**src/rtl/hazard_ctrl_v2_if.sv**
```systemverilog
`default_nettype none
// ============================================================================
// Module      : hazard_ctrl_v2_if
// Description : Decode/EX hazard sideband bundle between pipeline and
//               hazard_ctrl_v2 (master = pipeline, slave = hazard unit).
// Revision    : 1.0 - initial release
// ============================================================================
interface hazard_ctrl_v2_if #(
    parameter int REG_AW = 5
);
    logic [REG_AW-1:0] iRs_D;
    logic [REG_AW-1:0] iRt_D;
    logic              iUseRs_D;
    logic              iUseRt_D;
    logic [REG_AW-1:0] iRd_E;
    logic              iLoad_E;
    logic              iMulDiv_D;
    logic              iHiLo_D;
    logic              iMemStall;
    logic              iBranch_E;
    logic              iJR_E;
    logic              iJump_D;
    logic              oPCEnable;
    logic              oStallIFID;
    logic              oFreeze;
    logic              oFlushIFID;
    logic              oFlushIDEX;
    logic              oMdStart;
    logic              oMdBusy;

    modport master (
        output iRs_D, iRt_D, iUseRs_D, iUseRt_D, iRd_E, iLoad_E,
               iMulDiv_D, iHiLo_D, iMemStall, iBranch_E, iJR_E, iJump_D,
        input  oPCEnable, oStallIFID, oFreeze, oFlushIFID, oFlushIDEX,
               oMdStart, oMdBusy
    );

    modport slave (
        input  iRs_D, iRt_D, iUseRs_D, iUseRt_D, iRd_E, iLoad_E,
               iMulDiv_D, iHiLo_D, iMemStall, iBranch_E, iJR_E, iJump_D,
        output oPCEnable, oStallIFID, oFreeze, oFlushIFID, oFlushIDEX,
               oMdStart, oMdBusy
    );
endinterface
`default_nettype wire

```
**src/rtl/hazard_ctrl_v2.sv**
```systemverilog
`default_nettype none
// ============================================================================
// Module      : hazard_ctrl_v2
// Description : MIPS decode-side hazard unit: memory freeze, control flush,
//               multi-cycle load-use bubbles and HI/LO mul/div busy tracking.
//               Optional macro HAZ_PERF_EN adds stall/flush event counters.
// Revision    : 1.0 - initial release
// ============================================================================
module hazard_ctrl_v2 #(
    parameter int REG_AW   = 5,
    parameter int LU_STALL = 1,
    parameter int MD_LAT   = 32
) (
    input  logic                clk,
    input  logic                rst_n,
    hazard_ctrl_v2_if.slave     bus
`ifdef HAZ_PERF_EN
    ,
    output logic [31:0]         oStallCnt,
    output logic [31:0]         oFlushCnt
`endif
);

    typedef enum logic [0:0] {
        LU_IDLE  = 1'b0,
        LU_LDUSE = 1'b1
    } lu_state_t;

    localparam logic [2:0] LU_RELOAD = 3'(LU_STALL - 1);
    localparam logic [7:0] MD_LOAD   = 8'(MD_LAT);

    lu_state_t         lu_state_q, lu_state_d;
    logic [2:0]        lu_cnt_q,   lu_cnt_d;
    logic [7:0]        md_cnt_q,   md_cnt_d;

    logic [REG_AW-1:0] rs_d, rt_d, rd_e;
    logic              hit, ctl, md_busy, md_hz;
    logic              pc_en, stall_ifid, freeze, flush_ifid, flush_idex, md_start;

    assign rs_d = bus.iRs_D;
    assign rt_d = bus.iRt_D;
    assign rd_e = bus.iRd_E;

    always_comb begin
        hit        = bus.iLoad_E && (rd_e != '0) &&
                     ((bus.iUseRs_D && (rs_d == rd_e)) || (bus.iUseRt_D && (rt_d == rd_e)));
        ctl        = bus.iBranch_E || bus.iJR_E;
        md_busy    = (md_cnt_q != 8'd0);
        md_hz      = md_busy && (bus.iHiLo_D || bus.iMulDiv_D);

        lu_state_d = lu_state_q;
        lu_cnt_d   = lu_cnt_q;
        pc_en      = 1'b1;
        stall_ifid = 1'b0;
        freeze     = 1'b0;
        flush_ifid = 1'b0;
        flush_idex = 1'b0;
        md_start   = 1'b0;

        if (bus.iMemStall) begin
            freeze     = 1'b1;
            pc_en      = 1'b0;
            stall_ifid = 1'b1;
        end else if (ctl) begin
            flush_ifid = 1'b1;
            flush_idex = 1'b1;
            lu_state_d = LU_IDLE;
            lu_cnt_d   = 3'd0;
        end else if (lu_state_q == LU_LDUSE) begin
            pc_en      = 1'b0;
            stall_ifid = 1'b1;
            flush_idex = 1'b1;
            lu_cnt_d   = lu_cnt_q - 3'd1;
            if (lu_cnt_q == 3'd1) begin
                lu_state_d = LU_IDLE;
            end
        end else if (hit) begin
            pc_en      = 1'b0;
            stall_ifid = 1'b1;
            flush_idex = 1'b1;
            // The first bubble is this cycle; LDUSE only covers the extra ones.
            if (LU_STALL > 1) begin
                lu_state_d = LU_LDUSE;
                lu_cnt_d   = LU_RELOAD;
            end
        end else if (md_hz) begin
            pc_en      = 1'b0;
            stall_ifid = 1'b1;
            flush_idex = 1'b1;
        end else if (bus.iJump_D) begin
            flush_ifid = 1'b1;
        end else begin
            md_start   = bus.iMulDiv_D && !md_busy;
        end

        // The mul/div unit keeps counting through a freeze.
        if (md_start) begin
            md_cnt_d = MD_LOAD;
        end else if (md_busy) begin
            md_cnt_d = md_cnt_q - 8'd1;
        end else begin
            md_cnt_d = md_cnt_q;
        end
    end

    always_ff @(posedge clk or negedge rst_n) begin
        if (!rst_n) begin
            lu_state_q <= LU_IDLE;
            lu_cnt_q   <= 3'd0;
            md_cnt_q   <= 8'd0;
        end else begin
            lu_state_q <= lu_state_d;
            lu_cnt_q   <= lu_cnt_d;
            md_cnt_q   <= md_cnt_d;
        end
    end

    // While in reset the pipeline is held and both stage registers flushed.
    always_comb begin
        bus.oPCEnable  = rst_n && pc_en;
        bus.oStallIFID = rst_n && stall_ifid;
        bus.oFreeze    = rst_n && freeze;
        bus.oFlushIFID = !rst_n || flush_ifid;
        bus.oFlushIDEX = !rst_n || flush_idex;
        bus.oMdStart   = rst_n && md_start;
        bus.oMdBusy    = rst_n && md_busy;
    end

`ifdef HAZ_PERF_EN
    logic [31:0] stall_cnt_q, stall_cnt_d;
    logic [31:0] flush_cnt_q, flush_cnt_d;

    always_comb begin
        stall_cnt_d = stall_cnt_q + {31'd0, ~pc_en};
        flush_cnt_d = flush_cnt_q + {31'd0, flush_ifid};
    end

    always_ff @(posedge clk or negedge rst_n) begin
        if (!rst_n) begin
            stall_cnt_q <= 32'd0;
            flush_cnt_q <= 32'd0;
        end else begin
            stall_cnt_q <= stall_cnt_d;
            flush_cnt_q <= flush_cnt_d;
        end
    end

    assign oStallCnt = stall_cnt_q;
    assign oFlushCnt = flush_cnt_q;
`endif

endmodule
`default_nettype wire

```
**src/flat_wrapper.sv**
```systemverilog
// flat-port wrapper written by rule: the top's interface ports become plain ports
module hazard_ctrl_v2_flat 
#(
    parameter int REG_AW   = 5,
    parameter int LU_STALL = 1,
    parameter int MD_LAT   = 32
)
  (clk, rst_n, bus_iRs_D, bus_iRt_D, bus_iUseRs_D, bus_iUseRt_D, bus_iRd_E, bus_iLoad_E, bus_iMulDiv_D, bus_iHiLo_D, bus_iMemStall, bus_iBranch_E, bus_iJR_E, bus_iJump_D, bus_oPCEnable, bus_oStallIFID, bus_oFreeze, bus_oFlushIFID, bus_oFlushIDEX, bus_oMdStart, bus_oMdBusy);
  hazard_ctrl_v2_if #(.REG_AW(REG_AW)) bus_i ();
  input  logic clk;
  input  logic rst_n;
  input wire logic [$bits(bus_i.iRs_D)-1:0] bus_iRs_D;
  input wire logic [$bits(bus_i.iRt_D)-1:0] bus_iRt_D;
  input wire logic [$bits(bus_i.iUseRs_D)-1:0] bus_iUseRs_D;
  input wire logic [$bits(bus_i.iUseRt_D)-1:0] bus_iUseRt_D;
  input wire logic [$bits(bus_i.iRd_E)-1:0] bus_iRd_E;
  input wire logic [$bits(bus_i.iLoad_E)-1:0] bus_iLoad_E;
  input wire logic [$bits(bus_i.iMulDiv_D)-1:0] bus_iMulDiv_D;
  input wire logic [$bits(bus_i.iHiLo_D)-1:0] bus_iHiLo_D;
  input wire logic [$bits(bus_i.iMemStall)-1:0] bus_iMemStall;
  input wire logic [$bits(bus_i.iBranch_E)-1:0] bus_iBranch_E;
  input wire logic [$bits(bus_i.iJR_E)-1:0] bus_iJR_E;
  input wire logic [$bits(bus_i.iJump_D)-1:0] bus_iJump_D;
  output wire logic [$bits(bus_i.oPCEnable)-1:0] bus_oPCEnable;
  output wire logic [$bits(bus_i.oStallIFID)-1:0] bus_oStallIFID;
  output wire logic [$bits(bus_i.oFreeze)-1:0] bus_oFreeze;
  output wire logic [$bits(bus_i.oFlushIFID)-1:0] bus_oFlushIFID;
  output wire logic [$bits(bus_i.oFlushIDEX)-1:0] bus_oFlushIDEX;
  output wire logic [$bits(bus_i.oMdStart)-1:0] bus_oMdStart;
  output wire logic [$bits(bus_i.oMdBusy)-1:0] bus_oMdBusy;
  assign bus_i.iRs_D = bus_iRs_D;
  assign bus_i.iRt_D = bus_iRt_D;
  assign bus_i.iUseRs_D = bus_iUseRs_D;
  assign bus_i.iUseRt_D = bus_iUseRt_D;
  assign bus_i.iRd_E = bus_iRd_E;
  assign bus_i.iLoad_E = bus_iLoad_E;
  assign bus_i.iMulDiv_D = bus_iMulDiv_D;
  assign bus_i.iHiLo_D = bus_iHiLo_D;
  assign bus_i.iMemStall = bus_iMemStall;
  assign bus_i.iBranch_E = bus_iBranch_E;
  assign bus_i.iJR_E = bus_iJR_E;
  assign bus_i.iJump_D = bus_iJump_D;
  assign bus_oPCEnable = bus_i.oPCEnable;
  assign bus_oStallIFID = bus_i.oStallIFID;
  assign bus_oFreeze = bus_i.oFreeze;
  assign bus_oFlushIFID = bus_i.oFlushIFID;
  assign bus_oFlushIDEX = bus_i.oFlushIDEX;
  assign bus_oMdStart = bus_i.oMdStart;
  assign bus_oMdBusy = bus_i.oMdBusy;
  hazard_ctrl_v2 #(.REG_AW(REG_AW), .LU_STALL(LU_STALL), .MD_LAT(MD_LAT)) u_core (.clk(clk), .rst_n(rst_n), .bus(bus_i));
endmodule
```
**config.mk**
```make
export PLATFORM = sky130hd
export DESIGN_NAME = hazard_ctrl_v2_flat
export DESIGN_NICKNAME = d
export VERILOG_FILES = /design/src/rtl/hazard_ctrl_v2_if.sv /design/src/rtl/hazard_ctrl_v2.sv /design/src/flat_wrapper.sv
export SDC_FILE = /design/constraint.sdc
export NUM_CORES = 1
export LEC_CHECK = 0
export CAP_MARGIN = 25
export CELL_PAD_IN_SITES_DETAIL_PLACEMENT = 0
export CELL_PAD_IN_SITES_GLOBAL_PLACEMENT = 1
export CORE_ASPECT_RATIO = 1.25
export CORE_UTILIZATION = 28
export CTS_CLUSTER_SIZE = 8
export DETAILED_ROUTE_END_ITERATION = 10
export PLACE_DENSITY_LB_ADDON = 0.1
export SLEW_MARGIN = 10
export SYNTH_ARGS = -nofsm -noshare
export SYNTH_HDL_FRONTEND = slang
export SYNTH_SLANG_ARGS = --single-unit
```
**constraint.sdc**
```tcl
create_clock -name clk -period 2 [get_ports clk]
set_input_delay 0.5 -clock clk [delete_from_list [all_inputs] [get_ports clk]]
set_output_delay 0.5 -clock clk [all_outputs]
set_load 0.005 [all_outputs]
```
# Yosys cells after proc, flatten, opt, wreduce, memory -nomap -nowiden
# Index checks and enable logic that the tools add are counted.
# Widths: inputs -> output; s select.
# totals
regBits	12
inputBits	26
# classes
addsub	2
eq_ne	3
n_mux	32
bitwise	1
reduce_logical	23
# ops
operator	count
$mux 1	28
$mux 8	2
$logic_and 1x1->1	11
$eq 5x5->1	2
$reduce_bool 8->1	1
$sub 8x1->8 const B	1
$mux 3	2
$logic_or 1x1->1	5
$reduce_bool 5->1	1
$reduce_bool 2->1	2
$eq 3x1->1 const B	1
$sub 3x1->3 const B	1
$logic_not 1->1	2
$reduce_and 2->1	1
$not 1->1	1

# Depth between registers and ports, before layout
# Gate-level depths: netlist of run 1.
# logic_depth
depth_word	10
depth_mapped	6
mapped_depth_nobuf	6

# Worst setup path after synthesis of run 1
# No wires, ideal clock.
# synth_timing
kind	input to output
from	input bus_iRd_E[0]
to	output bus_oMdStart
arrival_ps	1548
required_ps	1500
setup_slack_ps	-48
stages	4
n_path_buf	0
cell_sequence	or4_1 > o21a_1 > a21oi_4 > and3_1
# synth_via
elab_chain_len	9
elab_cells_between_ends	13
cone_classes	2 x eq/ne; 4 x mux; 7 x reduce/logical
# synth_lines
element	line	rtl
from (decl)	flat_wrapper.sv:16	input wire logic [$bits(bus_i.iRd_E)-1:0] bus_iRd_E;
$eq 5x5->1	hazard_ctrl_v2.sv:46	((bus.iUseRs_D && (rs_d == rd_e)) || (bus.iUseRt_D && (rt_d == rd_e)));
$logic_and 1x1->1	hazard_ctrl_v2.sv:46	
$logic_or 1x1->1	hazard_ctrl_v2.sv:46	
$logic_and 1x1->1 (*)	hazard_ctrl_v2.sv:45	hit = bus.iLoad_E && (rd_e != '0) &&
$mux 1 (*)	hazard_ctrl_v2.sv:77	end else if (hit) begin
$mux 1 (*)	hazard_ctrl_v2.sv:69	end else if (lu_state_q == LU_LDUSE) begin
$mux 1 (*)	hazard_ctrl_v2.sv:64	end else if (ctl) begin
$mux 1 (*)	hazard_ctrl_v2.sv:60	if (bus.iMemStall) begin
$logic_and 1x1->1 (*)	hazard_ctrl_v2.sv:125	bus.oMdStart = rst_n && md_start;
to (decl)	flat_wrapper.sv:29	output wire logic [$bits(bus_i.oMdStart)-1:0] bus_oMdStart;
# Mark *: on every way between the ends. The rest lies on a longest branch, timed or not.

# Worst setup path in the final report of run 1
# layout_timing
from	input bus_iRd_E[2]
to	output bus_oMdStart
# The elaborated chain is that of the path after synthesis.

==> results.ini, run 1 <==
[final_layout]
finalInstanceArea_um2=1480
n_antenna_cell=0
syn2layout_area_growth_pct=73.21
layout-drive-gt1-share_pct=36.08
multiInputGateArea_um2=569.3
nFillCells=303
layout_common_cells=buf_4 (29), xnor2_1 (14), dfrtp_1 (12)
fin_util_pct=50.73
stdcell_count=194
final_common_cell=buf_4
seq_area_um2=300.3
fin_nets=190

[sta]
setup_violations=5
timing.final.crit_share_pct=119.4
clock.fmax_mhz=418.9
tns_ns=-1.501
drv_slew=0
fin_worst_skew_ns=0.0007136
relSlewSlack_pct=72.33
hold_violations=0
rsz0062_at_grt=true
setup_slack_ns=-0.3872
worstMarginPinSlew_ns=0.4119
fin_crit_ns=2.387

[yosys]
syn_area_per_cell_um2=9.391
yosys_warnings=0
synth-seq-area-share_pct=35.14
ys_ff_latch=12
synth_top_area_share_pct=35.14
synth_cell_types=34
yosys.area.top_type=dfrtp_1
synth_fp_nets=121
syn_area_um2=854.6
synthCells=91
synth.area.top_cells=dfrtp_1 (35%), xnor2_1 (14%), ha_1 (5.9%), a21oi_1 (3.5%), nand2_1 (3.1%)

[floorplan]
die_w_um=51.41
dieArea_um2=3278
start_util_pct=29.29
num_rows=22
fp.dieH_um=63.77
ios=33
core-area_um2=2918

[grt]
antenna_found_initial=0
grt_pass1_wl_um=3870
grt_max_degree=12
grt-ovfl-total=0
first_global_vias=923
grtUsageTotal_pct=15.60

[job]
drv_cap=0

[clock_network]
clk_pin_slew_ns=0.07
ctsHoldBuffers=0
root_buffer=clkbuf_4
clkLatencyLatePin_ns=0.26
cts.sinks=12
cts.htree.levels=1
cts_max_path_buffers=2
cts_tree=yes
numCtsBuffers=3

[route]
dr.pass1.iters=4
via_count=920
drc_errors=0
antenna_left=0
first_iter_violations=14
wl_per_cell_um=12.71
drt_wl_total_um=2465
routed_via_density=4.742

[placed_design]
place_area_um2=1415
dp.cells=185
gp_congestion=0.7960
pre_cts_slack_ns=-1.031
portBuffers=32
place_hpwl_um=1925

[critical_path]
cpPeakStageDelay_ns=0.52
timing.critical_path.fanout_max=3
cp-end-kind=primary output
crit_buf_inv=3
cp.arrival_ns=1.89
worst_setup_path_start_kind=input port
reg2regPathDepth=4
worstSetupPathDepth=7
cp_cell_sequence=buf_6, or4_4, o21a_1, buf_6, a21oi_4, and3_1, buf_2
slowest_stage=or4_4
required_ns=1.50
timing.rr.end=u_core.md_cnt_q[6]
rrSetupSlack_ns=0.35
crit_path_end=bus_oMdStart
crit_top_cell=buf_6
timing_worst_setup_path_type=in2out
crit_family=simple AND/OR/NAND/NOR gates
cp-startpoint=bus_iRd_E[2]
r2r-start=u_core.md_cnt_q[3]

[power_and_ir_drop]
irDropWorstVdd_v=0.0006103
power.density_nw_per_um2=772.1
p_leak_nw=0.7039

[min_path]
hp-class=in2async

[run_status]
status=complete, but fails checks
violations=negative setup slack

## cell families after synthesis
kind of cell             Yosys count  share of synthesized area (%)
AO/OA/AOI/OAI                     20                          15.67
XOR/XNOR                          15                          15.37
adder cells (fa/ha/maj)            4                          5.857
buffers and inverters              5                          2.196
flip-flops                        12                          35.14
multiplexers                       3                          3.660
AND/OR/NAND/NOR                   32                          22.11
## registers in the layout, indices dropped and copies added (netlist names)
| signal | flops |
|---|---|
| u_core.lu_cnt_q | 3 |
| u_core.lu_state_q | 1 |
| u_core.md_cnt_q | 8 |
## worst min path at each step
stage	startpoint	end	slack, ns
final	rst_n	u_core.lu_cnt_q[2]	0.31
after global routing	rst_n	u_core.lu_cnt_q[2]	0.32
after CTS	rst_n	u_core.lu_cnt_q[2]	0.30
after detailed placement	u_core.lu_cnt_q[2]	u_core.lu_cnt_q[2]	0.47
after global placement	u_core.lu_cnt_q[2]	u_core.lu_cnt_q[2]	0.48
after floorplan	rst_n	u_core.lu_cnt_q[0]	0.20
## power by group
group | internal (mW) | leakage (nW) | switching, mW
Clock | 0.0696 | 0.0138 | 0.0742
Sequential | 0.328 | 0.151 | 0.0577
Combinational | 0.360 | 0.539 | 0.254
## synthesized netlist by cell type
| master | number |
|---|---|
| or3_1 | 1 |
| and4bb_2 | 1 |
| nor4_2 | 1 |
| nand3b_1 | 1 |
| mux2i_1 | 2 |
| a31oi_1 | 1 |
| o21ai_1 | 1 |
| nor3_1 | 1 |
| a41o_1 | 2 |
| nand4_1 | 2 |
| a41oi_1 | 1 |
| or4_1 | 1 |
| xor2_1 | 1 |
| nand2b_1 | 1 |
| nand3_1 | 2 |
| xnor2_1 | 14 |
| or2_2 | 1 |
| nand2_1 | 7 |
| ha_1 | 4 |
| and3_1 | 1 |
| a21oi_4 | 1 |
| o21ai_0 | 4 |
| a21oi_1 | 6 |
| and2_1 | 2 |
| nor3b_1 | 2 |
| dfrtp_1 | 12 |
| mux2_1 | 1 |
| o21a_1 | 1 |
| nor2_1 | 6 |
| o22ai_1 | 2 |
| inv_1 | 5 |
| nor4bb_1 | 1 |
| a21o_1 | 1 |
| nand3_2 | 1 |
## stage by stage
step / total power [mW] / hold slack, ns
floorplan: 0.6759 / 0.2044
global placement: 0.9933 / 0.4767
finish: 1.143 / 0.3116
global route: 1.236 / 0.3164
CTS: 1.158 / 0.2992
detailed placement: 1.008 / 0.4736
## layer usage
layer  vias to the layer above  GRT usage [%]  routed length (um)
li1                        461              -                   -
met5                         -              0                   0
met1                       426          18.14                1013
met2                        29          28.08                1266
met3                         4          1.190                 138
met4                         0          7.095                  46
## what timing repair did
| item | 4_1_cts | 5_1_grt |
|---|---|---|
| pin swaps | 18 | 7 |
| setup buffers | 5 | 1 |
| endpoints found under the setup margin | 7 | 6 |
| resized for setup | 65 | 6 |
## area by class of cell
class	instances	share of cell area [%]
clock buffers	3	1.522
inverters	5	1.268
multi-input cells	74	38.46
flip-flops and latches	12	20.29
well taps	36	3.043
repair buffers	64	35.42
## worst register-to-register path, stage by stage (launching register included)
cell and delay, ns:
dfrtp_1 0.39, buf_4 0.15, or3_1 0.39, nor3b_1 0.25, mux2_1 0.35
(Power assumes the default switching activity.)
==> run 2, diff against run 1 <==
--- a/config.mk
+++ b/config.mk
@@ -12,8 +12,8 @@
 export CORE_UTILIZATION = 28
 export CTS_CLUSTER_SIZE = 8
 export DETAILED_ROUTE_END_ITERATION = 10
+export GPL_TIMING_DRIVEN = 0
 export PLACE_DENSITY_LB_ADDON = 0.1
-export SLEW_MARGIN = 10
 export SYNTH_ARGS = -nofsm -noshare
 export SYNTH_HDL_FRONTEND = slang
 export SYNTH_SLANG_ARGS = --single-unit
==> results.ini, run 2 (synthesis gave the netlist of run 1 again) <==
[critical_path]
crit_buf_inv=2  ; -1
cp_cell_sequence=clkdlybuf4s50_1, or2_2, nor2_4, and4bb_2, and3_1, buf_2
cpPeakStageDelay_ns=0.41  ; -0.11 ns
rrSetupSlack_ns=0.34  ; about the same
timing.critical_path.fanout_max=3  ; unchanged
cp.arrival_ns=1.88  ; about the same
timing.rr.end=u_core.md_cnt_q[4]
required_ns=1.50  ; about the same
reg2regPathDepth=7  ; +3
timing_worst_setup_path_type=in2out
r2r-start=u_core.md_cnt_q[5]
worst_setup_path_start_kind=input port
cp-end-kind=primary output
slowest_stage=clkdlybuf4s50_1
crit_family=simple AND/OR/NAND/NOR gates

[final_layout]
largest_register=u_core.md_cnt_q
layout-drive-gt1-share_pct=27.54  ; -8.5 points
syn2layout_area_growth_pct=54.90
fin_nets=169  ; -11%
n_antenna_cell=0  ; unchanged
fin_util_pct=45.37  ; -5.4 points
stdcell_count=174  ; -10%
finalInstanceArea_um2=1324  ; -11%
final_common_cell=xnor2_1
reg.largest.list=u_core.md_cnt_q x8, u_core.lu_cnt_q x3, u_core.lu_state_q x1
largest_register_ffs=8  ; unchanged
layout_common_cells=xnor2_1 (14), dfrtp_1 (12), clkdlybuf4s50_1 (10), dlygate4sd2_1 (10), buf_4 (10)

[power_and_ir_drop]
power.density_nw_per_um2=764.3  ; -1.0%
irDropWorstVdd_v=0.0006377  ; +4.5%
p_leak_nw=0.5823  ; -17%

[route]
wl_per_cell_um=12.44  ; -2.1%
via_count=847  ; -7.9%
drc_errors=0  ; unchanged
drt_wl_total_um=2164  ; -12%
dr.pass1.iters=4  ; unchanged
routed_via_density=4.868  ; +2.6%
antenna_left=0  ; unchanged
first_iter_violations=12  ; -2

[clock_network]
ctsHoldBuffers=0  ; unchanged
cts_max_path_buffers=2  ; unchanged
clkLatencyLatePin_ns=0.27  ; about the same
cts_tree=yes
numCtsBuffers=3  ; unchanged
cts.sinks=12  ; unchanged
clk_pin_slew_ns=0.08  ; about the same
root_buffer=clkbuf_4
cts.htree.levels=1  ; unchanged

[run_status]
status=complete, but fails checks
violations=negative setup slack

[sta]
fin_worst_skew_ns=0.003374  ; +0.002660 ns
worstMarginPinSlew_ns=0.3954  ; -0.01654 ns
hold_violations=0  ; unchanged
fin_crit_ns=2.378  ; -0.009572 ns
rsz0062_at_grt=true
setup_slack_ns=-0.3777  ; +0.009572 ns
timing.final.crit_share_pct=118.9  ; -0.48 points
drv_slew=0  ; unchanged
setup_violations=6  ; +1
clock.fmax_mhz=420.6  ; +0.40%
relSlewSlack_pct=73.44  ; +1.1 points

[job]
drv_cap=0  ; unchanged

[floorplan]
die_w_um=51.41  ; unchanged
core-area_um2=2918  ; unchanged
start_util_pct=29.29  ; unchanged
ios=33  ; unchanged
dieArea_um2=3278  ; unchanged
fp.dieH_um=63.77  ; unchanged
num_rows=22  ; unchanged

[min_path]
hp-class=in2async

[grt]
grt.busiest_layer=met2
grt_pass1_wl_um=3539  ; -8.6%
grt-ovfl-total=0  ; unchanged
grt_use_met2_pct=24.51  ; -3.6 points
antenna_found_initial=0  ; unchanged
grtUsageTotal_pct=14.13  ; -1.5 points
grtUsageMet1_pct=17.66  ; -0.49 points
gr-usage-met3_pct=1.429  ; +0.24 points
grt_max_degree=20  ; +8
first_global_vias=804  ; -13%

[placed_design]
place_hpwl_um=1626  ; -16%
dp.cells=159  ; -14%
place_area_um2=1220  ; -14%
portBuffers=32  ; unchanged
gp_congestion=0.7384  ; -7.2%

run 2: cell types whose count changed in the layout (fill, tap and decap cells not counted), sizes merged:
cell | previous run | this run
buf | 42 | 23
clkbuf | 3 | 4
clkdlybuf4s15 | 2 | 0
clkdlybuf4s50 | 8 | 10
dlygate4sd2 | 11 | 10
dlymetal6s2s | 1 | 0
run 2: worst max path at each step:
stage,startpoint,to,slack [ns],cells past startpoint
2_1_floorplan,bus_iRd_E[0],bus_oMdStart,-0.05,4
3_3_place_gp,bus_iRd_E[0],bus_oMdStart,-1.17,6
3_5_place_dp,bus_iRd_E[0],bus_oMdStart,-1.13,6
4_1_cts,bus_iRd_E[4],bus_oMdStart,-0.42,7
5_1_grt,bus_iJR_E,bus_oMdStart,-0.43,6
6_report,bus_iJR_E,bus_oMdStart,-0.38,6
run 2: area by class of cell:
type	instances	area (um2)
fill	299	1594
multi-input combinational	74	566.8
timing repair buffer	43	356.6
sequential	12	300.3
tap	36	45.04
clock buffer	4	36.28
inverter	5	18.77
run 2: metrics by stage:
stage          worst slack, ns  hold WS (ns)  setup TNS (ns)  total power, mW
5_1_grt                -0.4297       0.08329          -1.876            1.089
6_report               -0.3777       0.07616          -1.552            1.012
2_1_floorplan         -0.04840        0.2044        -0.06273           0.6759
3_3_place_gp            -1.169        0.4736          -7.408           0.8185
4_1_cts                -0.4239       0.07617          -1.755            1.026
3_5_place_dp            -1.134        0.4668          -7.231           0.8239
run 2: layer usage:
| layer | vias up | routed length, um | part of all wire (%) |
|---|---|---|---|
| met2 | 27 | 1060 | 49 |
| met1 | 396 | 940 | 43 |
| met3 | 4 | 143 | 6.6 |
| met5 | - | 0 | 0 |
| met4 | 0 | 20 | 0.92 |
| li1 | 420 | - | - |
run 2: worst reg2reg max path, delay by kind of cell, from the launching register on:
kind                      cells  cell delay, ns
buffers and inverters         3            0.41
and+or+nand+nor               3            0.58
DFF                           1            0.41
xor gates and xnor gates      1            0.14
run 2: where the power goes:
| group | switching [mW] | leakage, nW | internal [mW] |
|---|---|---|---|
| logic | 0.177 | 0.410 | 0.223 |
| clock network | 0.0802 | 0.0210 | 0.111 |
| registers | 0.0928 | 0.151 | 0.328 |
| total | 0.350 | 0.582 | 0.662 |
run 2: what timing repair did:
action | CTS | global route
endpoints found under the hold margin | 0 | 0
setup buffers | 11 | 0
pin swaps | 22 | 5
endpoints found under the setup margin | 7 | 7
resized for setup | 73 | 3
